File: src/rtl/serial_fulladd.sv
// Bit-serial adder: one full-add cell plus a registered carry, LSB first, one bit per clock.
// Define SERIAL_FULLADD_SUB_EN to add a 'sub' input that turns the unit into a subtractor.
module serial_fulladd #(
  parameter int WIDTH = 8
) (
  input  logic             clk,
  input  logic             rst,
  input  logic             start,
`ifdef SERIAL_FULLADD_SUB_EN
  input  logic             sub,
`endif
  input  logic [WIDTH-1:0] a,
  input  logic [WIDTH-1:0] b,
  input  logic             cin,
  output logic             busy,
  output logic             done,
  output logic [WIDTH-1:0] sumf,
  output logic             carryf
);

  localparam int CNT_W = $clog2(WIDTH) + 1;

  typedef enum logic [1:0] {
    ST_IDLE  = 2'd0,
    ST_SHIFT = 2'd1,
    ST_DONE  = 2'd2
  } state_t;

  state_t state, state_next;

  logic [WIDTH-1:0] a_sh;
  logic [WIDTH-1:0] b_sh;
  logic [WIDTH-2:0] sum_sh;
  logic             c;
  logic [CNT_W-1:0] cnt;

  logic             accept;
  logic             last_bit;
  logic             bit_s;
  logic             bit_c;
  logic [WIDTH-1:0] sum_cat;
  logic [WIDTH-1:0] b_load;
  logic             c_load;

  // Handshake: start is only looked at in IDLE or DONE; busy covers every
  // SHIFT cycle and done pulses for the single cycle after the last bit.
  assign accept   = start && ((state == ST_IDLE) || (state == ST_DONE));
  assign last_bit = (cnt == CNT_W'(WIDTH - 1));

  // The full-add cell.
  assign bit_s   = a_sh[0] ^ b_sh[0] ^ c;
  assign bit_c   = (a_sh[0] & b_sh[0]) | (a_sh[0] & c) | (b_sh[0] & c);
  assign sum_cat = {bit_s, sum_sh};

  always_comb begin
    b_load = b;
    c_load = cin;
`ifdef SERIAL_FULLADD_SUB_EN
    // a - b computed as a + ~b + 1; carry out of 1 means no borrow.
    if (sub) begin
      b_load = ~b;
      c_load = 1'b1;
    end
`endif
  end

  always_comb begin
    state_next = state;
    case (state)
      ST_IDLE:  if (accept) state_next = ST_SHIFT;
      ST_SHIFT: if (last_bit) state_next = ST_DONE;
      ST_DONE:  state_next = accept ? ST_SHIFT : ST_IDLE;
      default:  state_next = ST_IDLE;
    endcase
  end

  always_ff @(posedge clk) begin
    if (rst) begin
      state <= ST_IDLE;
      busy  <= 1'b0;
      done  <= 1'b0;
    end else begin
      state <= state_next;
      busy  <= (state_next == ST_SHIFT);
      done  <= (state_next == ST_DONE);
    end
  end

  always_ff @(posedge clk) begin
    if (rst) begin
      a_sh   <= '0;
      b_sh   <= '0;
      sum_sh <= '0;
      c      <= 1'b0;
      cnt    <= '0;
      sumf   <= '0;
      carryf <= 1'b0;
    end else if (accept) begin
      a_sh   <= a;
      b_sh   <= b_load;
      sum_sh <= '0;
      c      <= c_load;
      cnt    <= '0;
    end else if (state == ST_SHIFT) begin
      a_sh   <= a_sh >> 1;
      b_sh   <= b_sh >> 1;
      sum_sh <= sum_cat[WIDTH-1:1];
      c      <= bit_c;
      cnt    <= cnt + CNT_W'(1);
      // Result registers only move on the edge that finishes the last bit.
      if (last_bit) begin
        sumf   <= sum_cat;
        carryf <= bit_c;
      end
    end
  end

endmodule

File: config.mk
export PLATFORM = sky130hd
export DESIGN_NAME = serial_fulladd
export DESIGN_NICKNAME = d
export VERILOG_FILES = /design/src/rtl/serial_fulladd.sv
export SDC_FILE = /design/constraint.sdc
export NUM_CORES = 1
export LEC_CHECK = 0
export CAP_MARGIN = 5
export CORE_MARGIN = 4
export CORE_UTILIZATION = 51
export DETAILED_ROUTE_END_ITERATION = 10
export MAX_ROUTING_LAYER = met4
export PLACE_DENSITY_LB_ADDON = 0.3
export SLEW_MARGIN = 20
export SYNTH_ARGS = -nofsm -noshare
export SYNTH_HDL_FRONTEND = slang
export SYNTH_SLANG_ARGS = --single-unit
File: constraint.sdc
create_clock -name clk -period 1.31 [get_ports clk]
set_input_delay 0.1965 -clock clk [delete_from_list [all_inputs] [get_ports clk]]
set_output_delay 0.1965 -clock clk [all_outputs]
set_load 0.03 [all_outputs]
==> results.json, run 1 <==
{
  "status": "finished, final reports clean",
  "routedWlPerCell_um": 13.9,
  "min_path_cells": 3,
  "synth-simple-area-share_pct": 25.5,
  "grt_pass1_vias": 1415,
  "crit_path_start_kind": "register",
  "finalCritPeriodShare_pct": 96.7,
  "final_core_util_pct": 71.3,
  "dp_hpwl_um": 2610,
  "drtIter0Drc": 98,
  "vias": 1449,
  "crit_type": "register to register",
  "synth.ff_latch_count": 41,
  "synthMuxAreaShare_pct": 5.73,
  "critPathMaxFanout": 5,
  "max_freq_ghz": 0.789,
  "path_cells": "ha_4 -> nand3b_1 -> buf_6 -> nor2_8 -> mux2i_2",
  "netlist_instances": 192,
  "final_cells": 276,
  "overflow": 0,
  "clk_pin_slew_worst_paths_ns": 0.12,
  "core_um2": 3150,
  "drc": 0,
  "synth_area_per_cell_um2": 9.10,
  "end_kind": "register",
  "powerDensity_nw_per_um2": 1190,
  "synth.distinct_cells": 24,
  "die_h_um": 66.5,
  "post_synth_most_frequent_cells": "nand2_1 (43), dfxtp_1 (41), nand2b_1 (21)",
  "num_io_pins": 31,
  "start_util_pct": 55.4,
  "synth_top_family_by_area": "simple AND/OR/NAND/NOR gates",
  "root_buffer": "clkbuf_4",
  "min_path_type": "input port to register",
  "drive_gt1_share_pct": 20.3,
  "fin_skew_ns": 0.00704,
  "grt_max_degree": 30,
  "maxCapViolCount": 0,
  "irDropWorstVdd_mv": 0.766,
  "numPortBuffers": 30,
  "seq_area_frac_synth_pct": 47.0,
  "yosysTopAreaCellShare_pct": 47.0,
  "cts_tree": "yes",
  "numCtsBuffers": 5,
  "p_total_mw": 2.67,
  "fillers": 260,
  "die_w_um": 66.5,
  "cts_sinks": 41,
  "clkLatencyLatePin_ns": 0.35,
  "viasPerCell": 5.25,
  "syn_to_final_growth_pct": 28.7,
  "rr_worst_depth": 5,
  "ant_nets": 0,
  "setup_tns_ns": 0,
  "synth.largest_area_cell": "dfxtp_1",
  "diodes": 0,
  "synthArstFlopShare_pct": 0,
  "synth-compound-area-share_pct": 13.9,
  "cp_slowest_stage_delay_ns": 0.37,
  "hold_viol": 0,
  "synth-xor-area-share_pct": 1.00,
  "cp_data_required_time_ns": 1.59,
  "synthMostInstantiatedCell": "nand2_1",
  "h-tree-depth": 2,
  "yosys_warnings": 0,
  "finalWeightedCongestion": 0.802,
  "clk_path_buf_depth": 2,
  "setup_viol": 0,
  "dieArea_um2": 4420,
  "rows": 20,
  "drv_slew": 0,
  "synth-edff-count": 0,
  "crit_slowest_cell": "dfxtp_2",
  "syn-cell-area_um2": 1750,
  "fin_crit_ns": 1.27,
  "worst_slew_pin_slew_ns": 0.309,
  "ys_top_cells_by_area": "dfxtp_1 (47%), nand2_1 (9.2%), nand2b_1 (7.5%)",
  "slew_headroom_pct": 79.5,
  "place_inst": 264,
  "syn-num-nets": 214,
  "synth_adder_area_share_pct": 1.86,
  "first_pass_iters": 4,
  "grt.total_usage_pct": 19.4,
  "antenna_found_initial": 0,
  "whs_ns": 0.385,
  "synth_ff_type": "dfxtp_1",
  "finalNetCount": 253,
  "grt_pass1_wl_um": 6390,
  "leakage_nw": 0.813,
  "wirelength_um": 3830,
  "worst_ep_arrival_time_ns": 1.55
}
[timing repair]
action / CTS / global route
setup endpoints to repair: 20 / 30
hold buffers: 0 / 0
cloned: 1 / 0
hold endpoints to repair: 0 / 0
buffers inserted: 2 / 1
resized for setup: 23 / 18
pin swaps: 2 / 1
[critical path, delay by kind of cell, from the launching register on]
family	cells	cell delay, ns
DFF	1	0.37
and+or+nand+nor	2	0.27
muxes	1	0.25
buffers and inverters	1	0.17
adders and majority gates	1	0.14
[flip-flops by register name (all words and copies together) (netlist names)]
name    count
cnt         4
b_sh        8
a_sh        8
busy        1
done        1
sumf        8
c           1
sum_sh      7
carryf      1
state       2
[cells in the final DEF, fill, tap and decap left out, drive strengths merged, types with 10 or more instances in the layout]
cell type,count
a21oi,13
a311oi,13
buf,15
clkbuf,13
clkdlybuf4s50,19
dfxtp,41
mux2i,10
nand2,43
nand2b,21
nor2,19
[area by class of cell]
type,instances,area (µm²),share of cell area [%]
Clock buffer,5,37.5,1.67
Clock inverter,3,65.1,2.89
Multi-Input combinational cell,138,868,38.6
Sequential cell,41,825,36.7
Tap cell,44,55.1,2.45
Timing Repair Buffer,45,398,17.7
[power by group]
part,internal (mW),switching (mW),total (mW)
Combinational,0.168,0.175,0.342
Clock,0.591,0.404,0.994
Sequential,1.30,0.0344,1.34
Total,2.06,0.613,2.67
[logic make-up after synthesis]
group	after synthesis
AND/OR/NAND/NOR	94
flip-flops	41
AO/OA/AOI/OAI	29
buffers and inverters	14
multiplexers	10
XOR/XNOR	2
adder cells (fa/ha/maj)	2
[through the flow]
| step | setup slack (ns) | instance area (µm²) |
|---|---|---|
| floorplan | 0.104 | 1750 |
| global placement | -0.0204 | 2120 |
| detailed placement | -0.0776 | 2120 |
| CTS | 0.00398 | 2250 |
| global route | -0.00882 | 2250 |
| finish | 0.0428 | 2250 |
[layer usage]
| metal | vias up | wire length, µm | share of wire, % | GRT usage (%) |
|---|---|---|---|---|
| met1 | 678 | 1710 | 45 | 22.4 |
| met4 | 0 | 27 | 0.71 | 5.84 |
| met3 | 4 | 209 | 5.5 | 6.75 |
| li1 | 724 | - | - | - |
| met5 | - | 0 | 0 | - |
| met2 | 43 | 1890 | 49 | 31.6 |
[final timing paths]
path,from,end,slack (ns)
min,a[7],a_sh[7]$_SDFFE_PP0P_,0.39
max reg2reg,cnt[0]$_SDFFE_PP0P_,sumf[2]$_SDFFE_PP0P_,0.04
max,cnt[0]$_SDFFE_PP0P_,sumf[2]$_SDFFE_PP0P_,0.04
min reg2reg,sum_sh[2]$_SDFFE_PP0P_,sum_sh[1]$_SDFFE_PP0P_,0.47
No activity file was read; power rests on OpenSTA's default activity.
==> run 2, diff against run 1 <==
CORE_UTILIZATION = 40   (was 51)
==> results.json, run 2 (same netlist as run 1, synthesis figures left out) <==
{
  "status": "finished, final reports clean",
  "min_from": "a[7]",
  "clkPwrFrac_pct": 38.1,
  "p_int_mw": 2.10,
  "dieArea_um2": 5490,
  "grt.total_usage_pct": 13.5,
  "num_io_pins": 31,
  "crit_type": "register to output port",
  "drive_gt1_share_pct": 15.9,
  "fin_skew_ns": 0.00578,
  "clkLatencyLatePin_ns": 0.29,
  "critPathMaxFanout": 2,
  "ant_nets": 0,
  "final_common_cell": "nand2_1",
  "crit_slowest_cell": "dlygate4sd2_1",
  "clk_pin_slew_worst_paths_ns": 0.07,
  "slew_headroom_pct": 74.2,
  "wirelength_um": 3360,
  "min_path_cells": 3,
  "hold_viol": 0,
  "max_freq_ghz": 0.816,
  "layout_common_cells": "nand2_1 (43), dfxtp_1 (40), nand2b_1 (19), clkdlybuf4s50_1 (19), nor2_1 (17)",
  "vias": 1371,
  "die_h_um": 74.1,
  "irDropWorstVdd_mv": 0.626,
  "setup_tns_ns": 0,
  "met1_length_um": 1700,
  "numPortBuffers": 30,
  "postCtsHoldBufs": 0,
  "cts_tree": "yes",
  "worst_slew_pin_slew_ns": 0.386,
  "reg_top3": "a_sh (8), b_sh (8), sumf (8)",
  "grt_pass1_vias": 1238,
  "grt_max_degree": 30,
  "overflow": 0,
  "routedWlPerCell_um": 11.9,
  "first_pass_iters": 6,
  "met3_wirelength_um": 129,
  "p_total_mw": 2.72,
  "drc": 0,
  "leakage_nw": 0.874,
  "finalWeightedCongestion": 0.742,
  "power_switching_mw": 0.615,
  "wl_met2_um": 1470,
  "die_w_um": 74.1,
  "core_um2": 4120,
  "dp_worst_setup_slack_ns": -0.112,
  "drv_slew": 0,
  "worst-path-buf-inv": 1,
  "dp_hpwl_um": 2290,
  "antenna_found_initial": 0,
  "top_layer": "met4",
  "start_util_pct": 42.4,
  "crit_path_start_kind": "register",
  "reg2reg_to": "carryf$_SDFFE_PP0P_",
  "fillers": 386,
  "syn_to_final_growth_pct": 33.0,
  "worst_ep_arrival_time_ns": 1.03,
  "finalCritPeriodShare_pct": 93.5,
  "grt_setup_unrepaired": "no",
  "min_path_type": "input port to register",
  "grt_pass1_wl_um": 5520,
  "worst_slack_ns": 0.0846,
  "rr_worst_depth": 5,
  "fin_crit_ns": 1.23,
  "root_buffer": "clkbuf_8",
  "clk_path_buf_depth": 2,
  "rows": 23,
  "maxCapViolCount": 0,
  "finalNetCount": 254,
  "diodes": 0,
  "combinationalPowerShare_pct": 12.9,
  "powerDensity_nw_per_um2": 1170,
  "h-tree-depth": 2,
  "viasPerCell": 4.84,
  "setup_viol": 0,
  "switching_share_pct": 22.6,
  "min_to": "a_sh[7]$_SDFFE_PP0P_",
  "path_cells": "dlygate4sd2_1",
  "cp_data_required_time_ns": 1.11,
  "cp_top_family": "buffers and inverters",
  "cts_sinks": 41,
  "cp_slowest_stage_delay_ns": 0.40,
  "drtIter0Drc": 81,
  "r2r_setup_slack_ns": 0.09,
  "numCtsBuffers": 5,
  "end_kind": "output port",
  "seqPwrFrac_pct": 49.0,
  "rr_startpoint": "cnt[0]$_SDFFE_PP0P_"
}
==> run 2: stage by stage <==
stage / hold slack (ns) / area [µm²] / util, % / instances
global placement: 0.442 / 2180 / 53.1 / 273
finish: 0.458 / 2320 / 56.4 / 283
floorplan: 0.333 / 1750 / - / 192
detailed placement: 0.450 / 2180 / 53.1 / 273
global route: 0.479 / 2320 / 56.4 / 283
CTS: 0.459 / 2290 / 55.7 / 281
==> run 2: power groups by stage <==
stage | Combinational [mW] | Clock (mW) | Sequential [mW]
after floorplan | 0.212 | 0 | 1.36
after global placement | 0.348 | 0 | 1.36
after detailed placement | 0.349 | 0 | 1.36
after CTS | 0.350 | 1.06 | 1.33
after global routing | 0.391 | 1.11 | 1.34
final | 0.352 | 1.03 | 1.33
==> run 2: repair_timing <==
action	CTS	global route
pin swaps	1	2
resized for setup	12	5
setup buffers	0	1
endpoints found under the hold margin	0	0
cloned	0	1
endpoints found under the setup margin	13	24
==> run 2: cell type report <==
class                           count  area [µm²]  share of cell area, %
Clock buffer                        7        86.3                   3.72
Clock inverter                      1        30.0                   1.29
Multi-Input combinational cell    138         861                   37.1
Sequential cell                    41         822                   35.4
Tap cell                           50        62.6                   2.69
Timing Repair Buffer               46         460                   19.8
==> run 2: worst max path at each step <==
| stage | startpoint | endpoint | slack, ns | cells past startpoint |
|---|---|---|---|---|
| 2_1_floorplan | cnt[0]$_SDFFE_PP0P_ | carryf$_SDFFE_PP0P_ | 0.10 | 4 |
| 3_3_place_gp | start | b_sh[7]$_SDFFE_PP0P_ | -0.08 | 4 |
| 3_5_place_dp | start | b_sh[7]$_SDFFE_PP0P_ | -0.11 | 4 |
| 4_1_cts | cnt[0]$_SDFFE_PP0P_ | sumf[7]$_SDFFE_PP0P_ | -0.002 | 4 |
| 5_1_grt | cnt[0]$_SDFFE_PP0P_ | carryf$_SDFFE_PP0P_ | 0.02 | 5 |
| 6_report | sumf[1]$_SDFFE_PP0P_ | sumf[1] | 0.08 | 1 |
==> run 2: routing by layer <==
| metal | global-route usage [%] | vias up |
|---|---|---|
| li1 | - | 726 |
| met3 | 4.05 | 5 |
| met4 | 6.64 | 0 |
| met5 | - | - |
| met2 | 20.1 | 22 |
| met1 | 16.7 | 618 |
==> run 3, diff against run 2 <==
==> constraint.sdc (replaced) <==
create_clock -name clk -period 1.31 [get_ports clk]
set_input_delay 0.393 -clock clk [delete_from_list [all_inputs] [get_ports clk]]
set_output_delay 0.393 -clock clk [all_outputs]
set_load 0.03 [all_outputs]
==> results.json, run 3 (same netlist as run 1, synthesis figures left out) <==
{
  "status": "finished, final reports clean",
  "top_layer": "met4",
  "drc": 0,
  "numPortBuffers": 30,
  "final_core_util_pct": 56.3,
  "cp_slowest_stage_delay_ns": 0.48,
  "met3_wirelength_um": 192,
  "finalCritPeriodShare_pct": 99.8,
  "crit_type": "input port to register",
  "num_io_pins": 31,
  "drtIter0Drc": 71,
  "path_cells": "clkdlybuf4s50_1 -> nor2b_1 -> mux2i_1 -> nor3_1",
  "finalNetCount": 256,
  "met1_length_um": 1680,
  "syn_to_final_growth_pct": 32.7,
  "maxCapViolCount": 0,
  "cts_sinks": 41,
  "worst_slew_pin_slew_ns": 0.352,
  "setup_viol": 0,
  "grt.total_usage_pct": 13.8,
  "grt_pass1_vias": 1226,
  "final_common_cell": "nand2_1",
  "grt_max_degree": 30,
  "grt_setup_unrepaired": "yes",
  "finalWeightedCongestion": 0.770,
  "ant_nets": 0,
  "antenna_found_initial": 0,
  "min_path_type": "register to register",
  "powerDensity_nw_per_um2": 1110,
  "cts_tree": "yes",
  "wirelength_um": 3500,
  "place_inst": 273,
  "drive_gt1_share_pct": 20.9,
  "worst_slack_ns": 0.00244,
  "routedWlPerCell_um": 12.3,
  "dp_hpwl_um": 2260,
  "overflow": 0,
  "fin_crit_ns": 1.31,
  "fin_skew_ns": 0.0115,
  "critPathMaxFanout": 5,
  "root_buffer": "clkbuf_8",
  "diodes": 0,
  "grt_pass1_wl_um": 5610,
  "rows": 23,
  "core_um2": 4120,
  "die_h_um": 74.1,
  "final_cells": 285,
  "postCtsHoldBufs": 0,
  "wl_met2_um": 1580,
  "clkLatencyLatePin_ns": 0.29,
  "start_util_pct": 42.4,
  "slew_headroom_pct": 76.5,
  "irDropWorstVdd_mv": 0.641,
  "place_area_um2": 2160,
  "viasPerCell": 4.85,
  "die_w_um": 74.1,
  "first_pass_iters": 4,
  "cp_data_required_time_ns": 1.49,
  "numCtsBuffers": 5,
  "crit_path_start_kind": "input port",
  "drv_slew": 0,
  "whs_ns": 0.456,
  "reg_top3": "a_sh (8), b_sh (8), sumf (8)",
  "h-tree-depth": 2,
  "dp_worst_setup_slack_ns": -0.277,
  "vias": 1381,
  "max_freq_ghz": 0.765,
  "clk_path_buf_depth": 2,
  "leakage_nw": 0.853,
  "layout_common_cells": "nand2_1 (43), dfxtp_1 (40), buf_4 (22)",
  "fin_area_um2": 2320,
  "clk_pin_slew_worst_paths_ns": 0.08,
  "worst_ep_arrival_time_ns": 1.49,
  "p_total_mw": 2.56,
  "dieArea_um2": 5490,
  "end_kind": "register",
  "setup_tns_ns": 0,
  "crit_slowest_cell": "clkdlybuf4s50_1",
  "hold_viol": 0
}
==> run 3: cell types whose count changed in the layout (fill, tap and decap cells not counted), sizes merged <==
cell and change:
buf +12, dlygate4sd2 -11, clkinv +2, bufinv -1
==> run 3: worst max-delay path: cells and delay by family <==
family        cells  cell delay (ns)
simple gates      2             0.38
mux               1             0.23
buf+inv           1             0.48
==> run 3: repair_timing <==
action | CTS | global route
gates cloned | 1 | 1
buffers inserted | 2 | 0
resized for setup | 0 | 5
pin swaps | 2 | 1
setup endpoints to repair | 10 | 23
==> run 3: area by class of cell <==
| class | count | area (µm²) |
|---|---|---|
| clock buffer | 6 | 82.6 |
| clock inverter | 2 | 13.8 |
| fill | 358 | 1800 |
| multi-input combinational | 138 | 855 |
| sequential | 41 | 822 |
| tap | 50 | 62.6 |
| timing repair buffer | 48 | 483 |
==> run 3: layer usage <==
metal,GRT usage [%],up-vias
li1,-,730
met1,18.8,620
met2,18.4,27
met3,4.59,4
met4,6.44,0
met5,-,-
==> run 3: report_power, final <==
part | switching, mW | leakage [nW] | internal, mW | total [mW]
registers | 0.0305 | 0.335 | 1.30 | 1.33
logic | 0.176 | 0.467 | 0.191 | 0.367
clock network | 0.440 | 0.0512 | 0.427 | 0.867
total | 0.646 | 0.853 | 1.92 | 2.56
==> run 3: final timing paths <==
| check | depth (start not counted) | to | startpoint | slack (ns) |
|---|---|---|---|---|
| min reg2reg | 2 | sum_sh[0]$_SDFFE_PP0P_ | sum_sh[0]$_SDFFE_PP0P_ | 0.46 |
| max reg2reg | 6 | busy$_SDFF_PP0_ | cnt[1]$_SDFFE_PP0P_ | 0.01 |
| max | 4 | b_sh[7]$_SDFFE_PP0P_ | start | 0.002 |
| min | 2 | sum_sh[0]$_SDFFE_PP0P_ | sum_sh[0]$_SDFFE_PP0P_ | 0.46 |
